[config.mk]
export PLATFORM = sky130hd
export DESIGN_NAME = snake_dir_sched
export DESIGN_NICKNAME = d
export VERILOG_FILES = /design/src/rtl/snake_dir_sched.sv
export SDC_FILE = /design/constraint.sdc
export NUM_CORES = 1
export LEC_CHECK = 0
export CORE_AREA = 4 4 50 52
export CTS_CLUSTER_DIAMETER = 50
export CTS_CLUSTER_SIZE = 10
export DETAILED_ROUTE_END_ITERATION = 10
export DIE_AREA = 0 0 54 56
export PLACE_DENSITY = 0.67
export SKIP_LAST_GASP = 1
export SYNTH_ARGS = -nofsm -noshare
export SYNTH_HDL_FRONTEND = slang
export SYNTH_SLANG_ARGS = --single-unit
export TNS_END_PERCENT = 5
[constraint.sdc]
create_clock -name Clk -period 2.98 [get_ports Clk]
set_input_delay 0.596 -clock Clk [delete_from_list [all_inputs] [get_ports Clk]]
set_output_delay 0.596 -clock Clk [all_outputs]
set_load 0.01 [all_outputs]
[src/rtl/snake_dir_sched.sv]
// Direction scheduler for the snake core: arbitrates button pulses,
// rejects illegal turns and releases one queued turn per game Tick.
module snake_dir_sched #(
  parameter int         DEPTH       = 2,
  parameter logic [1:0] DEFAULT_DIR = 2'b01
) (
  input  logic       Clk,
  input  logic       Reset,
  input  logic       Up,
  input  logic       Right,
  input  logic       Down,
  input  logic       Left,
  input  logic       Tick,
  input  logic       Enable,
  input  logic       Clear,
  output logic [1:0] Dir,
  output logic       Turned,
  output logic       Drop,
  output logic [2:0] Count
);

  localparam int PW = (DEPTH > 2) ? 2 : 1;

  logic [1:0]    r_fifo [DEPTH];
  logic [PW-1:0] r_wr;
  logic [PW-1:0] r_rd;
  logic [2:0]    r_cnt;
  logic [1:0]    r_dir;
  logic          r_turned;
  logic          r_drop;

  logic          w_any;
  logic          w_multi;
  logic [1:0]    w_win;
  logic [1:0]    w_ref;
  logic [PW-1:0] w_last;
  logic          w_full;
  logic          w_pop;
  logic          w_rej;
  logic          w_push;

  always_comb begin
    w_any   = Up | Right | Down | Left;
    w_multi = (Up & (Right | Down | Left)) |
              (Right & (Down | Left)) |
              (Down & Left);
    w_win   = 2'b11;
    if (Up)         w_win = 2'b00;
    else if (Right) w_win = 2'b01;
    else if (Down)  w_win = 2'b10;
    w_last  = r_wr - PW'(1);
    // Turns are judged against the newest queued heading, not the live one
    w_ref   = (r_cnt != 3'd0) ? r_fifo[w_last] : r_dir;
    w_full  = (r_cnt == 3'(DEPTH));
    w_pop   = Tick && (r_cnt != 3'd0);
    w_rej   = (w_win == w_ref) ||
              (w_win == (w_ref ^ 2'b10)) ||
              (w_full && !Tick);
    w_push  = w_any && !w_rej;
  end

  always_ff @(posedge Clk or posedge Reset) begin
    if (Reset) begin
      for (int i = 0; i < DEPTH; i++) r_fifo[i] <= DEFAULT_DIR;
      r_wr     <= '0;
      r_rd     <= '0;
      r_cnt    <= 3'd0;
      r_dir    <= DEFAULT_DIR;
      r_turned <= 1'b0;
      r_drop   <= 1'b0;
    end else if (Clear) begin
      r_wr     <= '0;
      r_rd     <= '0;
      r_cnt    <= 3'd0;
      r_dir    <= DEFAULT_DIR;
      r_turned <= 1'b0;
      r_drop   <= 1'b0;
    end else if (!Enable) begin
      r_turned <= 1'b0;
      r_drop   <= 1'b0;
    end else begin
      r_turned <= w_pop;
      r_drop   <= w_multi | (w_any & w_rej);
      if (w_pop) begin
        r_dir <= r_fifo[r_rd];
        r_rd  <= r_rd + PW'(1);
      end
      if (w_push) begin
        r_fifo[r_wr] <= w_win;
        r_wr         <= r_wr + PW'(1);
      end
      r_cnt <= r_cnt + 3'(w_push) - 3'(w_pop);
    end
  end

  assign Dir    = r_dir;
  assign Turned = r_turned;
  assign Drop   = r_drop;
  assign Count  = r_cnt;

endmodule

== Yosys cells after proc, flatten, opt, wreduce, memory -nomap -nowiden ==
Cells that the tools add are included.
Storage, ports and cells
  register bits after elaboration: 13
  output and inout port bits: 7
  word-level logic and storage cells: 81
Operators by class
  add/subtract/negate cells: 5
  order comparisons: 4
  eq/ne operators: 3
  multiplexer cells: 28
  bitwise gates (word level): 18
  reductions and logical operators: 15
Operator list (count)
  2-to-1 mux 2 bit: 13
  2-to-1 mux 1 bit: 11
  OR 1 bit: 9
  greater-or-equal comparator 2 bit (second input constant): 3
  2-to-1 mux 3 bit: 2
  NOT 1 -> 2 bit: 3
  nonzero test 2 bit: 3
  AND 1 bit: 4
  bitwise mux 4 bit: 1
  == test 2 bit: 2
  logical AND 1 bit: 4
  AND reduction 2 bit: 2
  adder 3 x 1 -> 3 bit: 1
  == test 3 x 2 -> 1 bit (second input constant): 1
  AND reduction 3 bit: 1
  nonzero test 3 bit: 1
  subtractor 3 x 1 -> 3 bit: 1
  adder 1 bit (second input constant): 2
  demux 2 bit (select 1 bit): 1
  zero test 1 bit: 2
  logical OR 1 bit: 2
  less-than comparator 2 x 1 -> 1 bit (second input constant): 1
  NOT 1 bit: 2
  subtractor 1 bit (second input constant): 1

== Logic depth before layout (Yosys ltp) ==
Gate-level depths: netlist of run 1.
  word-level depth: 16
  depth in mapped cells: 13
  gate-level depth less buffers: 13

== Worst setup path before layout of run 1 ==
No wires, ideal clock.
  kind: reg-to-reg
  start: reg r_cnt[1], in the netlist Count[1]
  end: reg r_cnt[2], in the netlist Count[2]
  arrival time: 2990 ps
  slack: -129 ps
  cell stages (with the launch flop): 14
  cell sequence: dfrtp_1 > or3_4 > a2111oi_4 > o21bai_4 > or2_2 > ha_1 > inv_1 > ha_1 > inv_1 > fa_1 > xnor2_1 > nor2_1 > xnor2_1 > nor2_1
On the way
  longest elaborated chain between the ends: 12
  elaborated cells on any way between the ends: 16
Ends and longest elaborated chain
  from (decl): RTL line 27  | logic [2:0] r_cnt;
  from (signal assigned): RTL line 92  | r_cnt <= r_cnt + 3'(w_push) - 3'(w_pop);
  nonzero test 3 bit: RTL line 53, 55
  2-to-1 mux 2 bit: RTL line 53  | w_ref = (r_cnt != 3'd0) ? r_fifo[w_last] : r_dir;
  NOT 1 bit (no source line)
  == test 2 bit: RTL line 57  | (w_win == (w_ref ^ 2'b10)) ||
  logical OR 1 bit: RTL line 56  | w_rej = (w_win == w_ref) ||
  logical OR 1 bit: RTL line 57
  zero test 1 bit: RTL line 59  | w_push = w_any && !w_rej;
  logical AND 1 bit: RTL line 59
  adder 3 x 1 -> 3 bit: RTL line 92
  subtractor 3 x 1 -> 3 bit *: RTL line 92
  2-to-1 mux 3 bit *: RTL line 78  | end else if (!Enable) begin
  2-to-1 mux 3 bit *: RTL line 71  | end else if (Clear) begin
Mark *: on every way between the ends. The rest lies on a longest branch, timed or not. The select of a mux whose other input is x is not followed.
A chain may end at the register's enable or synchronous reset.

== Worst setup path in the final report of run 1 ==
  start: reg r_cnt[0], in the netlist Count[0]
  end: reg r_cnt[2], in the netlist Count[2]
The elaborated chain is that of the path after synthesis.

==> results_dict.tcl, run 1 <==
set metrics [dict create \
    wl_per_cell_um 12.9 \
    cts_inserted_buffers 3 \
    cp.arrival_ns 3.11 \
    yosys.area.top_type "dfrtp_1" \
    period_share_pct 99.3 \
    dieHeight_um 56 \
    power.density_nw_per_um2 799 \
    drive_above_1_share_pct 38.1 \
    fin_nets 118 \
    grt_antenna_before_repair 0 \
    timing.setup.tns_ns 0 \
    rows 17 \
    synth-edff-count 0 \
    fin_cells 133 \
    vdd_drop_max_mv 0.361 \
    cp-end-kind "register" \
    vias 651 \
    gr-total-overflow 0 \
    top_layer_used "met3" \
    slowest_stage "a2111oi_4" \
    synth_cells 72 \
    synth-seq-cells 13 \
    utilization_pct 54.9 \
    placedCellCount 127 \
    place_area_sq_um 1070 \
    rsz0062_at_grt "true" \
    critPathMaxFanout 3 \
    drc_errors 0 \
    clkLatencyLatePin_ns 0.27 \
    cts_htree_levels 1 \
    rrSetupSlack_ns 0.02 \
    cts_sinks 13 \
    hold_ws_ns 0.488 \
    fmax_mhz 338 \
    die_area_sq_um 3020 \
    place_ws_ns -0.445 \
    clkSlewWorstSetupHoldPaths_ns 0.07 \
    required_ns 3.13 \
    wl_um 1710 \
    area_delta_synth_final_pct 46.2 \
    status "complete, no violations" \
    clock_path_buffers 2 \
    relSlewSlack_pct 69.1 \
    async_flop_share_pct 100 \
    finalSetupViolations 0 \
    place_congestion 0.743 \
    first_pass_iters 4 \
    grt_max_degree 14 \
    start_kind "register" \
    met3_length_um 121 \
    io_buffers 15 \
    synth_area_leaders "dfrtp_1, dfstp_2, mux2_2" \
    fin_ws_ns 0.0209 \
    grt_pass1_wl_um 2780 \
    via_per_inst 4.89 \
    fin_skew_ns 0.00134 \
    max-cap-violations 0 \
    layout_min_cycle_time_ns 2.96 \
    crit_path_max_incr_delay_ns 0.43 \
    worst_pin_slew_ns 0.463 \
    worstSetupPathType "reg2reg" \
    drv_slew 0 \
    antenna_cells 0 \
    yosysWarnings 0 \
    cts-root-buf "clkbuf_4" \
    drtAntennaViolNets 0 \
    grt_pass1_vias 633 \
    netlist_area_sq_um 791 \
    cts_tree "done" \
    yosysTopAreaCellShare_pct 31.6 \
    p_leak_nw 0.493 \
    cp_cell_sequence "or3_4 > a2111oi_4 > o21bai_4 > or2_4 > ha_4 > inv_4 > ha_4 > inv_2 > fa_2 > xnor2_1 > nor2_1 > xnor2_1 > nor2_1" \
    totalPowerFinal_mw 0.924 \
    syn-num-nets 84 \
    synthesis.area_per_instance_sq_um 11.0 \
    synth_ff_type "dfrtp_1" \
    core_area_sq_um 2110 \
    track_usage_pct 12.2 \
    fin_area_sq_um 1160 \
    hold_class "reg2reg" \
    drtIter0Drc 2 \
    wl_met2_um 837 \
    hpwl_um 1320 \
    io_pins 16 \
    synth_cell_types 32 \
    chipWidth_um 54 \
    start_util_pct 37.6 \
    final_hold_viol_count 0 \
    wl_met1_um 751 \
    ys_seq_area_share_pct 41.6 \
]
[synthesized netlist by cell type (2+ instances only)]
master   count
dfrtp_1     10
dfstp_2      3
ha_1         2
inv_1        6
mux2_1       2
mux2_2       3
mux2i_1      3
nand2_1      4
nor2_1       8
nor3_1       5
nor4b_1      2
o21ai_0      3
xnor2_1      2
[per-layer routing]
layer  up-vias  global-route usage (%)
met5         -                       0
met4         0                    2.14
met3         0                    4.83
met2        18                    19.2
met1       304                    15.8
li1        329                       -
[repair_timing]
action / CTS / global route
pin swaps: 1 / 10
gates resized for setup: 2 / 8
hold buffers: 0 / 0
setup endpoints to repair: 2 / 2
setup buffers: 0 / 2
[final timing paths]
| kind | start | end | depth (start not counted) |
|---|---|---|---|
| worst max register to register | Count[0] | Count[2] | 13 |
| worst max-delay path | Count[0] | Count[2] | 13 |
| min in group asynchronous | Reset | r_fifo[3] | 2 |
| worst min-delay path | r_fifo[3] | r_fifo[3] | 1 |
| worst min register to register | r_fifo[3] | r_fifo[3] | 1 |
| max in group asynchronous | Reset | Dir[0] | 2 |
[cells in the final DEF (no fill, tap or decap), drive strengths merged]
cell type      instances
or4                    1
mux2                   5
xnor2                  2
o21bai                 2
dlymetal6s2s           2
and2                   1
o21ai                  3
a211oi                 1
o221a                  1
o311ai                 1
nor4                   1
clkdlybuf4s50         13
or2b                   1
a2111oi                2
mux2i                  3
clkbuf                 4
a21oi                  1
nor2                   8
o211ai                 1
dfrtp                 10
nor2b                  1
nor4b                  3
fa                     1
ha                     2
nor3                   5
or3                    1
inv                    6
or2                    1
a22oi                  1
nand2                  4
buf                   14
dfstp                  3
[final cells by class]
type                    count  area [sq um]
well taps                  28          35.0
repair buffers             29           260
inverters                   6          25.0
fillers                   190           950
multi-input cells          53           477
clock buffers               4          26.3
flip-flops and latches     13           333
[where the power goes]
part | internal [mW] | switching, mW
Combinational | 0.310 | 0.230
Sequential | 0.240 | 0.0418
Clock | 0.0518 | 0.0500
[flip-flops by register name, summed over array words and instances (netlist names)]
name / count
r_fifo: 4
r_wr: 1
r_rd: 1
Turned: 1
Dir: 2
Drop: 1
Count: 3
[worst max-delay path, delay by kind of cell, from the launching register on]
kind | cells | cell delay (ns)
AOI/OAI and AO/OA | 2 | 0.54
DFF | 1 | 0.42
and+or+nand+nor | 4 | 0.84
buffers and inverters | 2 | 0.08
xor gates and xnor gates | 2 | 0.25
adders and majority gates | 3 | 0.70
[logic make-up after synthesis]
kind of cell / Yosys count / synth area share [%]
and+or+nand+nor: 27 / 20.9
AOI/OAI and AO/OA: 13 / 15.8
DFF: 13 / 41.6
muxes: 8 / 10.9
buffers and inverters: 6 / 2.85
adders and majority gates: 3 / 5.70
xor gates and xnor gates: 2 / 2.22
(Power assumes the default switching activity.)
==> run 2, diff against run 1 <==
Settings changed: CORE_AREA 4 4 50 52 to 4 4 54 56, DIE_AREA 0 0 54 56 to 0 0 58 60, PLACE_DENSITY 0.67 to 0.58.
==> results_dict.tcl, run 2 (synthesis results as in run 1) <==
set metrics [dict create \
    status "complete, no violations" \
    cp-end-kind "register" \
    die_area_sq_um 3480 \
    max-cap-violations 0 \
    hpwl_um 1390 \
    regArea_sq_um 333 \
    layout_common_cells "buf_4, clkdlybuf4s50_1, nor2_1" \
    fmax_mhz 342 \
    worstSetupPathType "reg2reg" \
    cp_cell_sequence "or3_4 > a2111oi_4 > o21bai_4 > or2_4 > ha_4 > inv_4 > ha_4 > inv_2 > fa_2 > xnor2_2 > nor2_1 > xnor2_1 > nor2_1" \
    fin_skew_ns 0.000962 \
    finalSetupViolations 0 \
    drive_above_1_share_pct 40.7 \
    dieHeight_um 60 \
    track_usage_pct 11.6 \
    wl_um 1780 \
    hold_ws_ns 0.494 \
    cts_sinks 13 \
    n_fill_cell 243 \
    critPathMaxFanout 2 \
    p_int_mw 0.630 \
    cp-startpoint "Count[1]" \
    clkSlewWorstSetupHoldPaths_ns 0.07 \
    rsz0062_at_grt "true" \
    final_common_cell "buf_4" \
    timing.setup.tns_ns 0 \
    vdd_drop_max_mv 0.458 \
    drc_errors 0 \
    cp.arrival_ns 3.09 \
    layout_min_cycle_time_ns 2.92 \
    drtIter0Drc 10 \
    power.density_nw_per_um2 806 \
    path_buf_inv 2 \
    fin_nets 121 \
    rrSetupSlack_ns 0.06 \
    cts_tree "done" \
    chipWidth_um 58 \
    clkLatencyLatePin_ns 0.28 \
    via_per_inst 4.90 \
    power_frac_clock_pct 11.0 \
    first_pass_iters 4 \
    drv_slew 0 \
    relSlewSlack_pct 68.3 \
    place_congestion 0.780 \
    period_share_pct 98.1 \
    grt_pass1_vias 676 \
    worst_pin_slew_ns 0.476 \
    comb_power_share_pct 60.9 \
    cts-root-buf "clkbuf_4" \
    netSwitchingFraction_pct 34.8 \
    slowest_stage "dfrtp_2" \
    p_leak_nw 0.520 \
    core_area_sq_um 2430 \
    cts_inserted_buffers 3 \
    clock_path_buffers 2 \
    grt_antenna_before_repair 0 \
    io_pins 16 \
    gr-total-overflow 0 \
    vias 676 \
    power_frac_seq_pct 28.1 \
    start_util_pct 32.5 \
    grt_pass1_wl_um 3010 \
    area_delta_synth_final_pct 51.7 \
    r2r-start "Count[1]" \
    grt_max_degree 14 \
    wl_per_cell_um 12.9 \
    regMostFlops "r_fifo" \
    worstHoldStart "r_fifo[3]" \
    critPathTopFamily "simple AND/OR/NAND/NOR gates" \
    antenna_cells 0 \
    crit_path_max_incr_delay_ns 0.41 \
    drtAntennaViolNets 0 \
    switchingPower_mw 0.337 \
    largest_reg_flops 4 \
    multi_input_area_sq_um 495 \
    start_kind "register" \
    required_ns 3.14 \
    cts_htree_levels 1 \
    rows 18 \
    hold_class "reg2reg" \
    final_hold_viol_count 0 \
    io_buffers 15 \
]
==> run 2: cell count changes in the layout (fill, tap and decap cells not counted) <==
cell	delta
or4_2	-1
xnor2_2	+1
o221a_4	+1
buf_4	+3
xnor2_1	-1
o221a_2	-1
or4_4	+1
==> run 2: worst paths after layout <==
path	to	cells past startpoint
worst min-delay path	r_fifo[3]	1
worst max register to register	Count[2]	13
worst min register to register	r_fifo[3]	1
max in group asynchronous	Count[2]	2
worst max-delay path	Count[2]	13
min in group asynchronous	Dir[1]	2
==> run 2: stage by stage <==
stage	instance area, sq um	worst slack [ns]	instances	utilization (%)	power, mW
6_report	1200	0.0575	138	49.3	0.967
5_1_grt	1200	-0.0524	138	49.3	1.04
4_1_cts	1130	0.000830	136	46.6	0.884
3_5_place_dp	1080	-0.400	130	44.6	0.758
3_3_place_gp	1080	-0.412	130	44.6	0.746
2_1_floorplan	800	0.0121	72	-	0.564
==> run 2: per-layer routing <==
layer | GRT usage (%) | wire length [um] | up-vias | part of all wire, %
met5 | 0 | 0 | - | 0
li1 | - | - | 340 | -
met2 | 18.2 | 821 | 18 | 46
met1 | 14.6 | 826 | 315 | 46
met4 | 2.98 | 14 | 0 | 0.79
met3 | 4.97 | 119 | 3 | 6.7
==> run 2: cell type report <==
cell class | count | area share, %
inverter | 6 | 2.09
tap | 30 | 3.13
clock buffer | 4 | 2.19
timing repair buffer | 32 | 23.6
sequential | 13 | 27.7
multi-input combinational | 53 | 41.3
==> run 2: timing repair <==
action                     in CTS  in global routing
pin swaps                       1                 11
setup endpoints to repair       2                  2
buffers inserted                2                  2
hold buffers                    0                  0
resized for setup               2                 11
==> run 2: power by group through the flow <==
stage               Sequential, mW  Clock [mW]  Combinational (mW)
floorplan                    0.297           0               0.267
global placement             0.282           0               0.464
detailed placement           0.283           0               0.475
CTS                          0.276       0.111               0.497
global route                 0.279       0.122               0.640
finish                       0.272       0.106               0.589
